<file path="src/rtl/lcd_char_driver.sv">
// lcd_char_driver: HD44780-style 4-bit writer; power-up init, then 2x16 characters from a shadowed string.
// Latency: a refresh seen in IDLE starts the 0x80 address command on the next cycle; nibbles are paced by the wait parameters.
// Backpressure: none; refreshes arriving while busy merge into one pending request that is served at frame end.
module lcd_char_driver #(
    parameter int unsigned POWERUP_CYC    = 750000,
    parameter int unsigned E_HIGH_CYC     = 12,
    parameter int unsigned NIB_GAP_CYC    = 50,
    parameter int unsigned CMD_WAIT_CYC   = 2000,
    parameter int unsigned CLR_WAIT_CYC   = 82000,
    parameter int unsigned INIT3_WAIT_CYC = 205000
) (
    input  logic         clk,
    input  logic         rst_n,
    input  logic [255:0] strdata,
    input  logic         refresh,
    output logic         lcd_e,
    output logic         lcd_rs,
    output logic         lcd_rw,
    output logic [3:0]   lcd_dat,
    output logic         busy,
    output logic         frame_done
);

    localparam logic [2:0] PWR_WAIT = 3'd0;
    localparam logic [2:0] INIT_NIB = 3'd1;
    localparam logic [2:0] INIT_CMD = 3'd2;
    localparam logic [2:0] ADDR1    = 3'd3;
    localparam logic [2:0] LINE1    = 3'd4;
    localparam logic [2:0] ADDR2    = 3'd5;
    localparam logic [2:0] LINE2    = 3'd6;
    localparam logic [2:0] IDLE     = 3'd7;

    // Per-nibble phases: data setup with e low, e high, then hold/gap/post-byte wait with e low.
    localparam logic [1:0] PH_SETUP = 2'd0;
    localparam logic [1:0] PH_EHI   = 2'd1;
    localparam logic [1:0] PH_WAIT  = 2'd2;

    logic [2:0]   state_q, state_d;
    logic [3:0]   idx_q, idx_d;
    logic         nib_q, nib_d;
    logic [1:0]   ph_q, ph_d;
    logic [31:0]  cnt_q, cnt_d;
    logic         e_q, e_d;
    logic         rs_q, rs_d;
    logic [3:0]   dat_q, dat_d;
    logic [255:0] shadow_q, shadow_d;
    logic         pend_q, pend_d;
    logic         fd_q, fd_d;

    logic         single;
    logic [31:0]  wait_cyc;
    logic         start;
    logic [2:0]   start_st;
    logic [3:0]   start_idx;

    // Nibble (high or low half) of the byte that item (st, idx) puts on the bus.
    // Init nibbles are stored in the high half so they go out as the "high" nibble.
    function automatic logic [3:0] item_nib(input logic [2:0] st, input logic [3:0] idx,
                                            input logic [255:0] sh, input logic hi);
        logic [7:0] pos;
        logic [7:0] b;
        pos = 8'd0;
        b   = 8'h00;
        case (st)
            INIT_NIB: b = (idx == 4'd3) ? 8'h20 : 8'h30;
            INIT_CMD: begin
                case (idx)
                    4'd0:    b = 8'h28;
                    4'd1:    b = 8'h06;
                    4'd2:    b = 8'h0C;
                    default: b = 8'h01;
                endcase
            end
            ADDR1:    b = 8'h80;
            ADDR2:    b = 8'hC0;
            LINE1, LINE2: begin
                pos = {(st == LINE2), idx, 3'b000};
                b   = sh[8'd255 - pos -: 8];
            end
            default:  b = 8'h00;
        endcase
        return hi ? b[7:4] : b[3:0];
    endfunction

    // Wait after the last nibble of an item; the clear command needs the long one.
    function automatic logic [31:0] post_wait(input logic [2:0] st, input logic [3:0] idx);
        logic [31:0] w;
        w = 32'(CMD_WAIT_CYC);
        if (st == INIT_NIB && idx == 4'd0) w = 32'(INIT3_WAIT_CYC);
        if (st == INIT_NIB && idx == 4'd1) w = 32'd5000;
        if (st == INIT_CMD && idx == 4'd3) w = 32'(CLR_WAIT_CYC);
        return w;
    endfunction

    // Next-state logic: nibble pacing, item sequencing, shadow capture and pending refresh.
    always_comb begin
        state_d   = state_q;
        idx_d     = idx_q;
        nib_d     = nib_q;
        ph_d      = ph_q;
        cnt_d     = cnt_q;
        e_d       = e_q;
        rs_d      = rs_q;
        dat_d     = dat_q;
        shadow_d  = shadow_q;
        pend_d    = pend_q | (refresh & (state_q != IDLE));
        fd_d      = 1'b0;
        start     = 1'b0;
        start_st  = state_q;
        start_idx = 4'd0;
        single    = (state_q == INIT_NIB);
        wait_cyc  = (!single && !nib_q) ? 32'(NIB_GAP_CYC) : post_wait(state_q, idx_q);

        case (state_q)
            PWR_WAIT: begin
                if (cnt_q + 32'd1 >= 32'(POWERUP_CYC)) begin
                    start    = 1'b1;
                    start_st = INIT_NIB;
                end else begin
                    cnt_d = cnt_q + 32'd1;
                end
            end
            IDLE: begin
                if (refresh) begin
                    start    = 1'b1;
                    start_st = ADDR1;
                    pend_d   = 1'b0;
                end
            end
            default: begin
                case (ph_q)
                    PH_SETUP: begin
                        if (cnt_q >= 32'd1) begin
                            e_d   = 1'b1;
                            ph_d  = PH_EHI;
                            cnt_d = 32'd0;
                        end else begin
                            cnt_d = cnt_q + 32'd1;
                        end
                    end
                    PH_EHI: begin
                        if (cnt_q + 32'd1 >= 32'(E_HIGH_CYC)) begin
                            e_d   = 1'b0;
                            ph_d  = PH_WAIT;
                            cnt_d = 32'd0;
                        end else begin
                            cnt_d = cnt_q + 32'd1;
                        end
                    end
                    default: begin
                        if (cnt_q + 32'd1 < wait_cyc) begin
                            cnt_d = cnt_q + 32'd1;
                        end else if (!single && !nib_q) begin
                            // Low nibble of the same byte; rs is unchanged.
                            nib_d = 1'b1;
                            dat_d = item_nib(state_q, idx_q, shadow_q, 1'b0);
                            ph_d  = PH_SETUP;
                            cnt_d = 32'd0;
                        end else begin
                            start = 1'b1;
                            case (state_q)
                                INIT_NIB: begin
                                    start_st  = (idx_q == 4'd3) ? INIT_CMD : INIT_NIB;
                                    start_idx = (idx_q == 4'd3) ? 4'd0 : idx_q + 4'd1;
                                end
                                INIT_CMD: begin
                                    start_st  = (idx_q == 4'd3) ? ADDR1 : INIT_CMD;
                                    start_idx = (idx_q == 4'd3) ? 4'd0 : idx_q + 4'd1;
                                end
                                ADDR1:    start_st = LINE1;
                                LINE1: begin
                                    start_st  = (idx_q == 4'd15) ? ADDR2 : LINE1;
                                    start_idx = (idx_q == 4'd15) ? 4'd0 : idx_q + 4'd1;
                                end
                                ADDR2:    start_st = LINE2;
                                default: begin
                                    if (idx_q != 4'd15) begin
                                        start_idx = idx_q + 4'd1;
                                    end else begin
                                        // Frame end: a merged pending request restarts at once.
                                        fd_d     = 1'b1;
                                        pend_d   = 1'b0;
                                        start    = pend_q | refresh;
                                        start_st = ADDR1;
                                        if (!(pend_q | refresh)) state_d = IDLE;
                                    end
                                end
                            endcase
                        end
                    end
                endcase
            end
        endcase

        if (start) begin
            state_d = start_st;
            idx_d   = start_idx;
            nib_d   = 1'b0;
            ph_d    = PH_SETUP;
            cnt_d   = 32'd0;
            rs_d    = (start_st == LINE1) || (start_st == LINE2);
            dat_d   = item_nib(start_st, start_idx, shadow_q, 1'b1);
            if (start_st == ADDR1) shadow_d = strdata;
        end
    end

    // State registers; reset drops lcd_e asynchronously and restarts power-up.
    always_ff @(posedge clk or negedge rst_n) begin
        if (!rst_n) begin
            state_q  <= PWR_WAIT;
            idx_q    <= 4'd0;
            nib_q    <= 1'b0;
            ph_q     <= PH_SETUP;
            cnt_q    <= 32'd0;
            e_q      <= 1'b0;
            rs_q     <= 1'b0;
            dat_q    <= 4'd0;
            shadow_q <= 256'd0;
            pend_q   <= 1'b0;
            fd_q     <= 1'b0;
        end else begin
            state_q  <= state_d;
            idx_q    <= idx_d;
            nib_q    <= nib_d;
            ph_q     <= ph_d;
            cnt_q    <= cnt_d;
            e_q      <= e_d;
            rs_q     <= rs_d;
            dat_q    <= dat_d;
            shadow_q <= shadow_d;
            pend_q   <= pend_d;
            fd_q     <= fd_d;
        end
    end

    assign lcd_e      = e_q;
    assign lcd_rs     = rs_q;
    assign lcd_rw     = 1'b0;
    assign lcd_dat    = dat_q;
    assign frame_done = fd_q;
    assign busy       = !((state_q == IDLE) && !pend_q);

endmodule

</file>
<file path="config.mk">
export PLATFORM = sky130hd
export DESIGN_NAME = lcd_char_driver
export DESIGN_NICKNAME = d
export VERILOG_FILES = /design/src/rtl/lcd_char_driver.sv
export SDC_FILE = /design/constraint.sdc
export NUM_CORES = 1
export LEC_CHECK = 0
export ABC_AREA = 1
export CORE_ASPECT_RATIO = 1.75
export CORE_MARGIN = 2
export CORE_UTILIZATION = 59
export DETAILED_ROUTE_END_ITERATION = 6
export GPL_TIMING_DRIVEN = 1
export PLACE_DENSITY = 0.91
export SYNTH_ARGS = -nofsm -noshare
export SYNTH_HDL_FRONTEND = slang
export SYNTH_SLANG_ARGS = --single-unit
</file>
<file path="constraint.sdc">
create_clock -name clk -period 7.1 [get_ports clk]
set_input_delay 2.13 -clock clk [delete_from_list [all_inputs] [get_ports clk]]
set_output_delay 2.13 -clock clk [all_outputs]
set_load 0.005 [all_outputs]
</file>
== Yosys cells after proc, flatten, opt, wreduce, memory -nomap -nowiden ==
Cells that the tools add are included.

* Muxes and demuxes: 85
* Equality and inequality tests: 37
* Reduce and logical (&&, ||, !) cells: 31
* Bitwise gates (word level): 4
* Add/sub/neg operators: 4
* Shifts and indexed selects: 2
* Magnitude comparators: 4

{| class="wikitable"
|+ Operators by type and width
! kind !! number
|-
| 263-bit by 9-bit indexed part select with 4-bit output || 1
|-
| 263-bit by 9-bit indexed part select with 8-bit output || 1
|-
| 32-bit two-way mux || 8
|-
| 32-bit one-hot mux with 2 select lines || 2
|-
| 4-bit two-way mux || 12
|-
| 3-bit two-way mux || 14
|-
| 8-bit one-hot mux with 5 select lines || 1
|-
| 18-bit two-way mux || 2
|-
| 32-bit by 1-bit adder with 32-bit output (second input constant) || 1
|-
| 32-bit by 1-bit greater-or-equal comparator with 1-bit output (second input constant) || 1
|-
| 32-bit by 20-bit greater-or-equal comparator with 1-bit output (second input constant) || 1
|-
| 32-bit by 4-bit greater-or-equal comparator with 1-bit output (second input constant) || 1
|-
| 32-bit less-than comparator || 1
|-
| 1-bit two-way mux || 28
|-
| 4-bit one-hot mux with 3 select lines || 2
|-
| 3-bit equality test (second input constant) || 7
|-
| 4-bit one-hot mux with 5 select lines || 1
|-
| 6-bit one-hot mux with 3 select lines || 1
|-
| 4-bit by 2-bit equality test with 1-bit output (second input constant) || 4
|-
| 8-bit subtractor (first input constant) || 2
|-
| 3-bit one-hot mux with 5 select lines || 1
|-
| 2-bit two-way mux || 7
|-
| 2-bit inequality test (second input constant) || 7
|-
| 3-bit by 2-bit equality test with 1-bit output (second input constant) || 4
|-
| 32 further kinds || 57
|}

* Bits of input ports: 259
* Logic and storage cells: 178
* Register bits: 306

== Depth between registers and ports, before layout ==
Gate-level depths: netlist (run 1).

* Depth in word-level cells: 15
* Mapped depth: 35
* Mapped depth without buffers: 30

== Least setup slack after synthesis (run 1) ==
OpenSTA, ideal clock, no wires.

* Kind: register -> register
* Start: register idx_q[0]
* End: register shadow_q[100]
* Path buffers: 6
* Cell stages (with the launch flop): 30
* Slack: 2.839 ns
* Period minus slack after synthesis: 4.261 ns
* Data arrival time: 4.136 ns
* Cell sequence: dfrtp_1 > clkbuf_1 > clkinv_1 > clkbuf_1 > clkbuf_1 > ha_1 > nand3_1 > nor2_1 > inv_1 > nand2_1 > ha_1 > a21o_1 > a21oi_1 > nand3_1 > nand3_1 > nand2_1 > inv_1 > nand2_1 > nand2_1 > nand2_2 > nand3_2 > buf_4 > nand2_1 > nand3_1 > nand2_1 > nor2_4 > nand3_4 > buf_6 > buf_6 > mux2_4

* Longest elaborated chain between the ends: 12

{| class="wikitable"
|+ Ends and longest elaborated chain
! what !! line !! RTL
|-
| start, declared || 39 || <nowiki>logic [3:0] idx_q, idx_d;</nowiki>
|-
| start signal, assigned || 223 || <nowiki>idx_q <= idx_d;</nowiki>
|-
| 4-bit logical NOT || 89 || <nowiki>if (st == INIT_NIB && idx == 4'd0) w = 32'(INIT3_WAIT_CYC);</nowiki>
|-
| 1-bit logical AND || 89 ||
|-
| 18-bit two-way mux || 89 ||
|-
| 18-bit two-way mux || 90 || <nowiki>if (st == INIT_NIB && idx == 4'd1) w = 32'd5000;</nowiki>
|-
| 32-bit two-way mux || 91 || <nowiki>if (st == INIT_CMD && idx == 4'd3) w = 32'(CLR_WAIT_CYC);</nowiki>
|-
| 32-bit two-way mux || 112 || <nowiki>wait_cyc = (!single && !nib_q) ? 32'(NIB_GAP_CYC) : post_wait(state_q, idx_q);</nowiki>
|-
| 32-bit less-than comparator || 151 || <nowiki>if (cnt_q + 32'd1 < wait_cyc) begin</nowiki>
|-
| 3-bit two-way mux || 151 ||
|-
| 3-bit two-way mux || 131 || <nowiki>case (ph_q)</nowiki>
|-
| 3-bit one-hot mux with 2 select lines || 114 || <nowiki>case (state_q)</nowiki>
|-
| 3-bit by 2-bit equality test with 1-bit output || 203 || <nowiki>if (start_st == ADDR1) shadow_d = strdata;</nowiki>
|-
| 2-bit AND reduction (no source line) * || -- ||
|-
| end signal, assigned || 230 || <nowiki>shadow_q <= shadow_d;</nowiki>
|-
| end, declared || 46 || <nowiki>logic [255:0] shadow_q, shadow_d;</nowiki>
|}

Mark *: on every way between the ends. The rest lies on a longest branch, timed or not.
A chain may end at the register's enable or synchronous reset.

== Worst setup path after layout (run 1) ==
* Start: register idx_q[0]
* End: register dat_q[0] (netlist: lcd_dat[0])

* Longest elaborated chain between the ends: 15

{| class="wikitable"
|+ Ends and longest elaborated chain
! what !! line !! RTL
|-
| 4-bit logical NOT || 67, 89 ||
|-
| 1-bit logical AND || 89 ||
|-
| 18-bit two-way mux || 89 ||
|-
| 18-bit two-way mux || 90 ||
|-
| 32-bit two-way mux || 91 ||
|-
| 32-bit two-way mux || 112 ||
|-
| 32-bit less-than comparator || 151 ||
|-
| 3-bit two-way mux || 151 ||
|-
| 3-bit two-way mux || 131 ||
|-
| 3-bit one-hot mux with 2 select lines || 114 ||
|-
| 3-bit equality test || -- ||
|-
| 8-bit subtractor || 78 || <nowiki>b = sh[8'd255 - pos -: 8];</nowiki>
|-
| 263-bit by 9-bit indexed part select with 8-bit output || 78 ||
|-
| 8-bit one-hot mux with 5 select lines || 64 || <nowiki>case (st)</nowiki>
|-
| 4-bit two-way mux || 195 || <nowiki>if (start) begin</nowiki>
|-
| end signal, assigned || 229 || <nowiki>dat_q <= dat_d;</nowiki>
|-
| end, declared || 45 || <nowiki>logic [3:0] dat_q, dat_d;</nowiki>
|}

Parallel ways exist; a longest one is shown, timed or not. The select of a mux whose other input is x is not followed.

==> results of run 1 <==
==> report_power, final <==
part | leakage (uW) | switching [uW] | internal (uW) | total [uW]
Clock | 0.000458 | 683 | 921 | 1600
Combinational | 0.00561 | 69.2 | 128 | 197
Sequential | 0.00415 | 0.00000000000000620 | 1740 | 1740
==> logic make-up after synthesis <==
logic type | after synthesis
flip-flops | 306
XOR/XNOR | 16
AND/OR/NAND/NOR | 728
multiplexers | 242
other | 1
adder cells (fa/ha/maj) | 19
buffers and inverters | 212
AO/OA/AOI/OAI | 212
==> cell usage in the layout, fill, tap and decap left out, types with 3 or more instances in the layout <==
master / instances
diode_2: 7
a21oi_2: 9
o21ai_0: 111
nor2_4: 6
a221oi_1: 3
o211ai_1: 9
clkinvlp_4: 3
nor3_1: 7
a22o_1: 6
buf_4: 15
dfrtp_1: 305
inv_1: 117
nand4_1: 34
nor4_1: 10
or2_2: 5
o31ai_1: 5
a21oi_1: 26
ha_1: 19
inv_2: 8
nor2_1: 181
a31oi_1: 3
nand2_1: 324
clkinv_2: 3
clkbuf_16: 29
mux2_4: 170
nor2_2: 13
clkdlybuf4s50_1: 265
mux2_2: 71
clkbuf_1: 5
clkbuf_8: 3
xor2_1: 14
nand2_2: 8
bufinv_16: 4
nand3_1: 134
o22ai_1: 29
==> worst max-delay path: cells and delay by family (launching register included) <==
| kind | cells | cell delay, ns |
|---|---|---|
| and+or+nand+nor | 21 | 3.01 |
| DFF | 1 | 0.82 |
| adders and majority gates | 2 | 0.61 |
| buffers and inverters | 4 | 0.58 |
| AOI/OAI and AO/OA | 1 | 0.08 |
==> sequential cells by signal, indices dropped and copies added (netlist names), 2 cells and up <==
signal,count
state_q,3
cnt_q,32
lcd_dat,4
shadow_q,256
ph_q,2
idx_q,4
==> worst max path at each step <==
stage,from,endpoint,slack (ns),cells past startpoint
6_report,idx_q[0],lcd_dat[0],1.88,28
5_1_grt,idx_q[0],lcd_dat[3],1.43,28
4_1_cts,idx_q[0],lcd_dat[0],1.98,28
3_5_place_dp,idx_q[0],lcd_dat[0],2.05,28
3_3_place_gp,idx_q[0],shadow_q[23],2.16,24
2_1_floorplan,idx_q[0],shadow_q[100],2.84,29
==> synth_stat cells, drive strengths merged (6+ instances only) <==
| cell | instances |
|---|---|
| nor4 | 10 |
| a21oi | 35 |
| a22o | 6 |
| o211ai | 9 |
| o22ai | 29 |
| buf | 43 |
| ha | 19 |
| nor3 | 8 |
| dfrtp | 306 |
| inv | 124 |
| nand3 | 136 |
| nor2 | 200 |
| nand2 | 333 |
| o21ai | 113 |
| clkbuf | 44 |
| mux2 | 242 |
| xor2 | 14 |
| nand4 | 34 |
==> cell type report <==
type / count / share of cell area (%)
clock buffer: 37 / 3.83
inverter: 125 / 2.29
sequential: 306 / 37.3
multi-input combinational: 1218 / 39.7
tap: 373 / 2.27
timing repair buffer: 283 / 13.7
antenna: 7 / 0.0853
clock inverter: 11 / 0.811
==> routing by layer <==
layer	global-route usage, %	vias up	wire (um)
li1	-	6310	-
met5	0	-	0
met3	6.77	252	3910
met1	36.8	6994	17500
met4	29.0	0	5010
met2	61.1	792	27000
==> stage by stage <==
step	cell area [um^2]	setup slack, ns	util (%)	std cells
global route	20500	1.43	73.4	2360
finish	20500	1.88	73.4	2360
floorplan	16800	2.84	-	1736
CTS	20500	1.98	73.3	2353
global placement	19600	2.16	69.9	2305
detailed placement	19600	2.05	69.9	2305
==> out/qor.yml, run 1 <==
drc: 0
netlist_area_um2: 16800
yosys_warnings: 0
fp.dieH_um: 227
reg2reg_to: "lcd_dat[0]"
startpoint_type: "register"
period_needed_ns: 5.22
syn_area_per_cell_um2: 9.67
whs_path_depth: 1
routed_wl_um: 53500
synth_top_flop_cell: "dfrtp_1"
rows: 81
num_vias: 14348
rsz0062_at_grt: "false"
die_x_um: 131
yosys.area_share.xor_xnor_pct: 0.835
cts.clk_slew.worst_paths_ns: 0.07
cts_root_buf: "clkbuf_16"
synth_simple_gate_area_share_pct: 18.8
regArea_um2: 7660
setup_viol: 0
cts_tree: "done"
grt_max_degree: 148
numCtsBuffers: 28
synth_fa_ha_area_share_pct: 1.42
required_ns: 7.59
path_max_fanout: 42
status: "completed"
grt_pass1_wl_um: 81000
grt.overflow.total: 0
fill_cells: 1927
multi_input_area_um2: 8140
synth.area.mux_share_pct: 20.0
clockBufferDepth: 3
grt.total_usage_pct: 35.1
drv_cap: 0
synth_edf_count: 0
portBuffers: 266
power_uw: 3540
clock_skew_ns: 0.0279
drt-wirelength-per-cell_um: 22.7
seq_area_frac_synth_pct: 45.6
hp-class: "reg2reg"
cp_common_cell: "nand2_1"
ys_ff_latch: 306
antenna_found_initial: 8
r2r_cells: 28
r2r-start: "idx_q[0]"
min_from: "shadow_q[42]"
leakage_uw: 0.0102
relSlewSlack_pct: 9.81
core-area_um2: 28000
syn-num-nets: 2014
syn_inst: 1736
clk_latency_ns: 0.57
fmax_mhz: 191
timing.final.crit_share_pct: 73.6
crit_slowest_cell: "nor2_4"
first_global_vias: 14733
dieArea_um2: 29900
synth_compound_area_share_pct: 7.33
max_stage_delay_ns: 0.88
pin_count: 268
ant_nets: 0
nets: 2240
dp_hpwl_um: 38200
gp_congestion: 0.985
async_flop_share_pct: 100
syn_to_final_growth_pct: 22.3
r2r_slack_ns: 1.88
postCtsSetupRepairBufs: 0
holdWs_ns: 0.505
synth_top_family_by_area: "multiplexers"
clkSinkCount: 306
ys_top_cells_by_area: "dfrtp_1 46%, mux2_4 15%, nand2_1 7.2%"
crit_path_end_kind: "register"
ir_worst_vdd_v: 0.000183
drive_gt1_share_pct: 18.0
via_per_inst: 6.08
holdPathEnd: "shadow_q[42]"
synth.distinct_cells: 48
power_density_nw_per_um2: 173
drtIter0Drc: 1074
tightest_slew_ns: 1.34
start_util_pct: 60.0
final_hold_viol_count: 0
final.setup.tns_ns: 0
cts_hold_buf: 0
yosysTopAreaCellShare_pct: 45.6
dr.pass1.iters: 5
postCtsResizedCells: 0
cts.htree.levels: 1
worstPathArrival_ns: 5.71
criticalPathCategory: "reg2reg"
slew_violations: 0
yosysTopAreaCell: "dfrtp_1"
Power figures use the tool's default switching activity.
==> run 2: changes to the inputs <==
- CORE_UTILIZATION: 59 -> 55
- PLACE_DENSITY: 0.91 -> 0.86
- clock period: 7.1 -> 5.05 ns (I/O delays scaled with it)
==> out/qor.yml, run 2 (synthesis gave the netlist of run 1 again) <==
status: "completed"
worstPathArrival_ns: 5.06
tightest_slew_ns: 1.00
power_frac_seq_pct: 47.3
startpoint_type: "register"
drt-wirelength-per-cell_um: 22.4
regMostFlops: "shadow_q"
fmax_mhz: 217
intPower_uw: 4080
clock_skew_ns: 0.0186
path_max_fanout: 61
clkPwrFrac_pct: 47.1
nets: 2257
postCtsSetupRepairBufs: 0
pin_count: 268
cts_tree: "done"
cts.clk_slew.worst_paths_ns: 0.07
cts_root_buf: "clkbuf_16"
portBuffers: 266
slew_violations: 0
largest_register_ffs: 256
die_x_um: 136
cts_hold_buf: 0
crit_path_end_kind: "register"
period_needed_ns: 4.61
drv_cap: 0
layout_commonest_cell: "nand2_1"
cts.htree.levels: 1
core-area_um2: 30100
layout_common_cells: "324 x nand2_1, 305 x dfrtp_1, 265 x clkdlybuf4s50_1"
relSlewSlack_pct: 33.1
num_vias: 14418
setup_viol: 0
clockBufferDepth: 3
reg_top3: "shadow_q x256, cnt_q x32"
clk_latency_ns: 0.58
ant_nets: 0
dp_hpwl_um: 38800
via_per_inst: 6.02
hp-class: "reg2reg"
dr.pass1.iters: 7
grt_pass1_wl_um: 83200
fp.dieH_um: 235
start_util_pct: 55.8
routed_wl_um: 53700
drive_gt1_share_pct: 18.9
timing.final.crit_share_pct: 91.2
leakage_uw: 0.0104
grt.total_usage_pct: 34.1
rows: 84
antenna_found_initial: 7
ir_worst_vdd_v: 0.000238
drtIter0Drc: 1088
grt_max_degree: 128
p_sw_uw: 1100
criticalPathCategory: "reg2reg"
required_ns: 5.50
p_sw_share_pct: 21.2
holdWs_ns: 0.499
gp_congestion: 1.02
drc: 0
clkSinkCount: 306
power_frac_comb_pct: 5.6
final.setup.tns_ns: 0
syn_to_final_growth_pct: 24.3
numCtsBuffers: 29
dieArea_um2: 32000
rsz0062_at_grt: "false"
power_density_nw_per_um2: 248
first_global_vias: 15119
final_hold_viol_count: 0
grt.overflow.total: 0
## run 2: cell count changes in the layout (fill, tap and decap cells not counted), sizes merged
| cell | change |
|---|---|
| clkinvlp | -1 |
| bufinv | +3 |
| clkbuf | -1 |
| clkinv | +2 |
| buf | +16 |
| inv | +2 |
## run 2: worst max-delay path: stages, from the launching register on
cell	delay [ns]
dfrtp_1	0.40
ha_1	0.25
nand2_2	0.13
nor2_4	0.29
inv_1	0.08
nor2_1	0.24
xor2_1	0.23
inv_1	0.11
ha_1	0.29
nand3_1	0.10
inv_1	0.09
nand3_1	0.08
nand2_1	0.08
inv_1	0.04
nand2_1	0.05
nand2_1	0.06
nand2_2	0.15
nand3_2	0.24
o21ai_0	0.24
and3_1	0.21
buf_4	0.20
nand3_4	0.21
buf_12	0.30
mux2_4	0.37
## run 2: per-layer routing
layer  GRT usage, %  up-vias  share of wire [%]
met1           37.3     7036                 33
met2           58.3      776                 51
met3           5.89      268                6.9
met4           24.9        0                8.9
met5              0        -                  0
li1               -     6338                  -
## run 2: stage by stage
stage	power, uW	instances	util (%)	area [um^2]	setup slack [ns]
finish	5170	2395	69.4	20900	0.443
CTS	5200	2388	69.3	20800	0.485
detailed placement	2780	2335	65.8	19800	0.515
global placement	2780	2335	65.8	19800	0.676
floorplan	2500	1736	-	16800	0.789
global route	5310	2395	69.4	20900	0.0786
## run 2: path summary, 6_finish.rpt
check	cells past startpoint	end	slack, ns	start
hold / removal	1	shadow_q[1]	0.50	shadow_q[1]
min in group asynchronous	1	shadow_q[193]	1.06	rst_n
setup / recovery	23	shadow_q[136]	0.44	cnt_q[1]
setup reg to reg	23	shadow_q[136]	0.44	cnt_q[1]
hold reg to reg	1	shadow_q[1]	0.50	shadow_q[1]
max in group asynchronous	2	shadow_q[61]	2.93	rst_n
## run 2: final cells by class
type,instances,area [um^2]
inverters,125,469
clock inverters,17,273
repair buffers,299,3030
clock buffers,36,772
well taps,387,484
diodes,7,17.5
flip-flops and latches,306,7660
multi-input cells,1218,8150
fillers,2204,9200
## run 2: power by group through the flow
stage	clock, uW	sequential [uW]	combinational (uW)
2_1_floorplan	0	2500	4.78
3_3_place_gp	0	2500	285
3_5_place_dp	0	2500	288
4_1_cts	2460	2450	289
5_1_grt	2560	2450	305
6_report	2440	2450	288
## run 2: repair_timing
item	CTS	global route
endpoints found under the hold margin	0	0
gates resized for setup	0	3
setup endpoints to repair	0	5
==> run 3: changes to the inputs <==
- CORE_UTILIZATION: 55 -> 56
- CTS_BUF_LIST: default -> sky130_fd_sc_hd__clkbuf_4 sky130_fd_sc_hd__clkbuf_8
- CTS_CLUSTER_SIZE: default -> 10
- PLACE_DENSITY: 0.86 -> 0.87
==> out/qor.yml, run 3 (synthesis gave the netlist of run 1 again) <==
startpoint_type: "register"
drt-wirelength-per-cell_um: 22.4
hp-class: "reg2reg"
postCtsResizedCells: 0
rows: 83
power_density_nw_per_um2: 236
pin_count: 268
required_ns: 5.54
numCtsBuffers: 45
ant_nets: 0
clockBufferDepth: 3
timing.final.crit_share_pct: 92.9
cp_common_cell: "nand3_1"
cts.clk_slew.worst_paths_ns: 0.07
ir_worst_vdd_v: 0.000229
reg2reg_to: "lcd_dat[1]"
grt_pass1_wl_um: 82700
syn_to_final_growth_pct: 24.3
drtIter0Drc: 1107
r2r_slack_ns: 0.36
setup_viol: 0
grt.total_usage_pct: 34.7
slew_violations: 0
clock_skew_ns: 0.0459
largest_register_ffs: 256
r2r_cells: 28
regMostFlops: "shadow_q"
fp.dieH_um: 233
holdPathEnd: "shadow_q[169]"
relSlewSlack_pct: 39.7
clk_latency_ns: 0.61
tightest_slew_ns: 0.901
nets: 2280
period_needed_ns: 4.69
antenna_found_initial: 7
drc: 0
r2r-start: "idx_q[1]"
portBuffers: 266
layout_common_cells: "324 x nand2_1, 305 x dfrtp_1, 265 x clkdlybuf4s50_1"
criticalPathCategory: "reg2reg"
first_global_vias: 15118
whs_path_depth: 1
fmax_mhz: 213
cts.htree.levels: 2
final_cell_area_um2: 20900
final.setup.tns_ns: 0
status: "completed"
die_x_um: 135
dp_hpwl_um: 39300
crit_path_end_kind: "register"
path_max_fanout: 24
grt.overflow.total: 0
placed_area_um2: 19900
clkSinkCount: 306
final_hold_viol_count: 0
dieArea_um2: 31400
leakage_uw: 0.0104
core-area_um2: 29400
worstPathArrival_ns: 5.19
min_from: "shadow_q[169]"
cts_root_buf: "clkbuf_8"
start_util_pct: 57.1
layout_commonest_cell: "nand2_1"
dr.pass1.iters: 5
max_stage_delay_ns: 0.47
drv_cap: 0
routed_wl_um: 54300
drive_gt1_share_pct: 20.5
crit_slowest_cell: "dfrtp_1"
reg_top3: "shadow_q x256, cnt_q x32"
via_per_inst: 5.96
num_vias: 14444
gp_congestion: 0.993
cts_tree: "done"
rsz0062_at_grt: "false"
grt_max_degree: 98
[run 3: how the worst max path moves through the flow]
stage	cells past startpoint	to	from
floorplan	29	shadow_q[100]	idx_q[0]
global placement	28	lcd_dat[1]	idx_q[1]
detailed placement	28	lcd_dat[1]	idx_q[1]
CTS	26	shadow_q[166]	idx_q[1]
global route	28	lcd_dat[1]	idx_q[1]
finish	28	lcd_dat[1]	idx_q[1]
[run 3: layout make-up]
type / instances / area (um^2)
flip-flops and latches: 306 / 7660
diodes: 7 / 17.5
well taps: 382 / 478
multi-input cells: 1218 / 8140
fillers: 2045 / 8530
clock inverters: 6 / 40.0
clock buffers: 75 / 932
repair buffers: 306 / 3120
inverters: 125 / 469
[run 3: per-layer routing]
metal  GRT usage, %  wire length (um)
met5              0                 0
met4           28.9              5160
met3           6.25              3510
met2           60.1             27800
met1           36.2             17900
[run 3: through the flow]
| step | setup slack, ns | util (%) | total power, uW | instances | hold WS [ns] |
|---|---|---|---|---|---|
| finish | 0.358 | 71.0 | 4920 | 2425 | 0.506 |
| detailed placement | 0.516 | 67.5 | 2780 | 2335 | 0.486 |
| floorplan | 0.789 | - | 2500 | 1736 | 0.465 |
| global route | 0.0422 | 71.0 | 5050 | 2425 | 0.514 |
| global placement | 0.547 | 67.5 | 2780 | 2335 | 0.482 |
| CTS | 0.469 | 70.9 | 4930 | 2416 | 0.507 |
[run 3: power by group]
group,total (uW),leakage (uW),switching (uW),internal [uW]
Combinational,285,0.00577,102,183
Clock,2180,0.000524,1010,1170
Sequential,2450,0.00415,0.00000000000000667,2450
Total,4920,0.0104,1110,3800
[run 3: worst max-delay path: cells and delay by family (launching register included)]
kind / cells / cell delay [ns]
buf+inv: 6 / 1.21
compound gates: 2 / 0.32
simple gates: 18 / 2.07
flops: 1 / 0.47
fa+ha+maj: 2 / 0.48
[run 3: what timing repair did]
item | in CTS | in global routing
setup buffers | 0 | 2
setup endpoints to repair | 0 | 1
hold buffers | 0 | 0
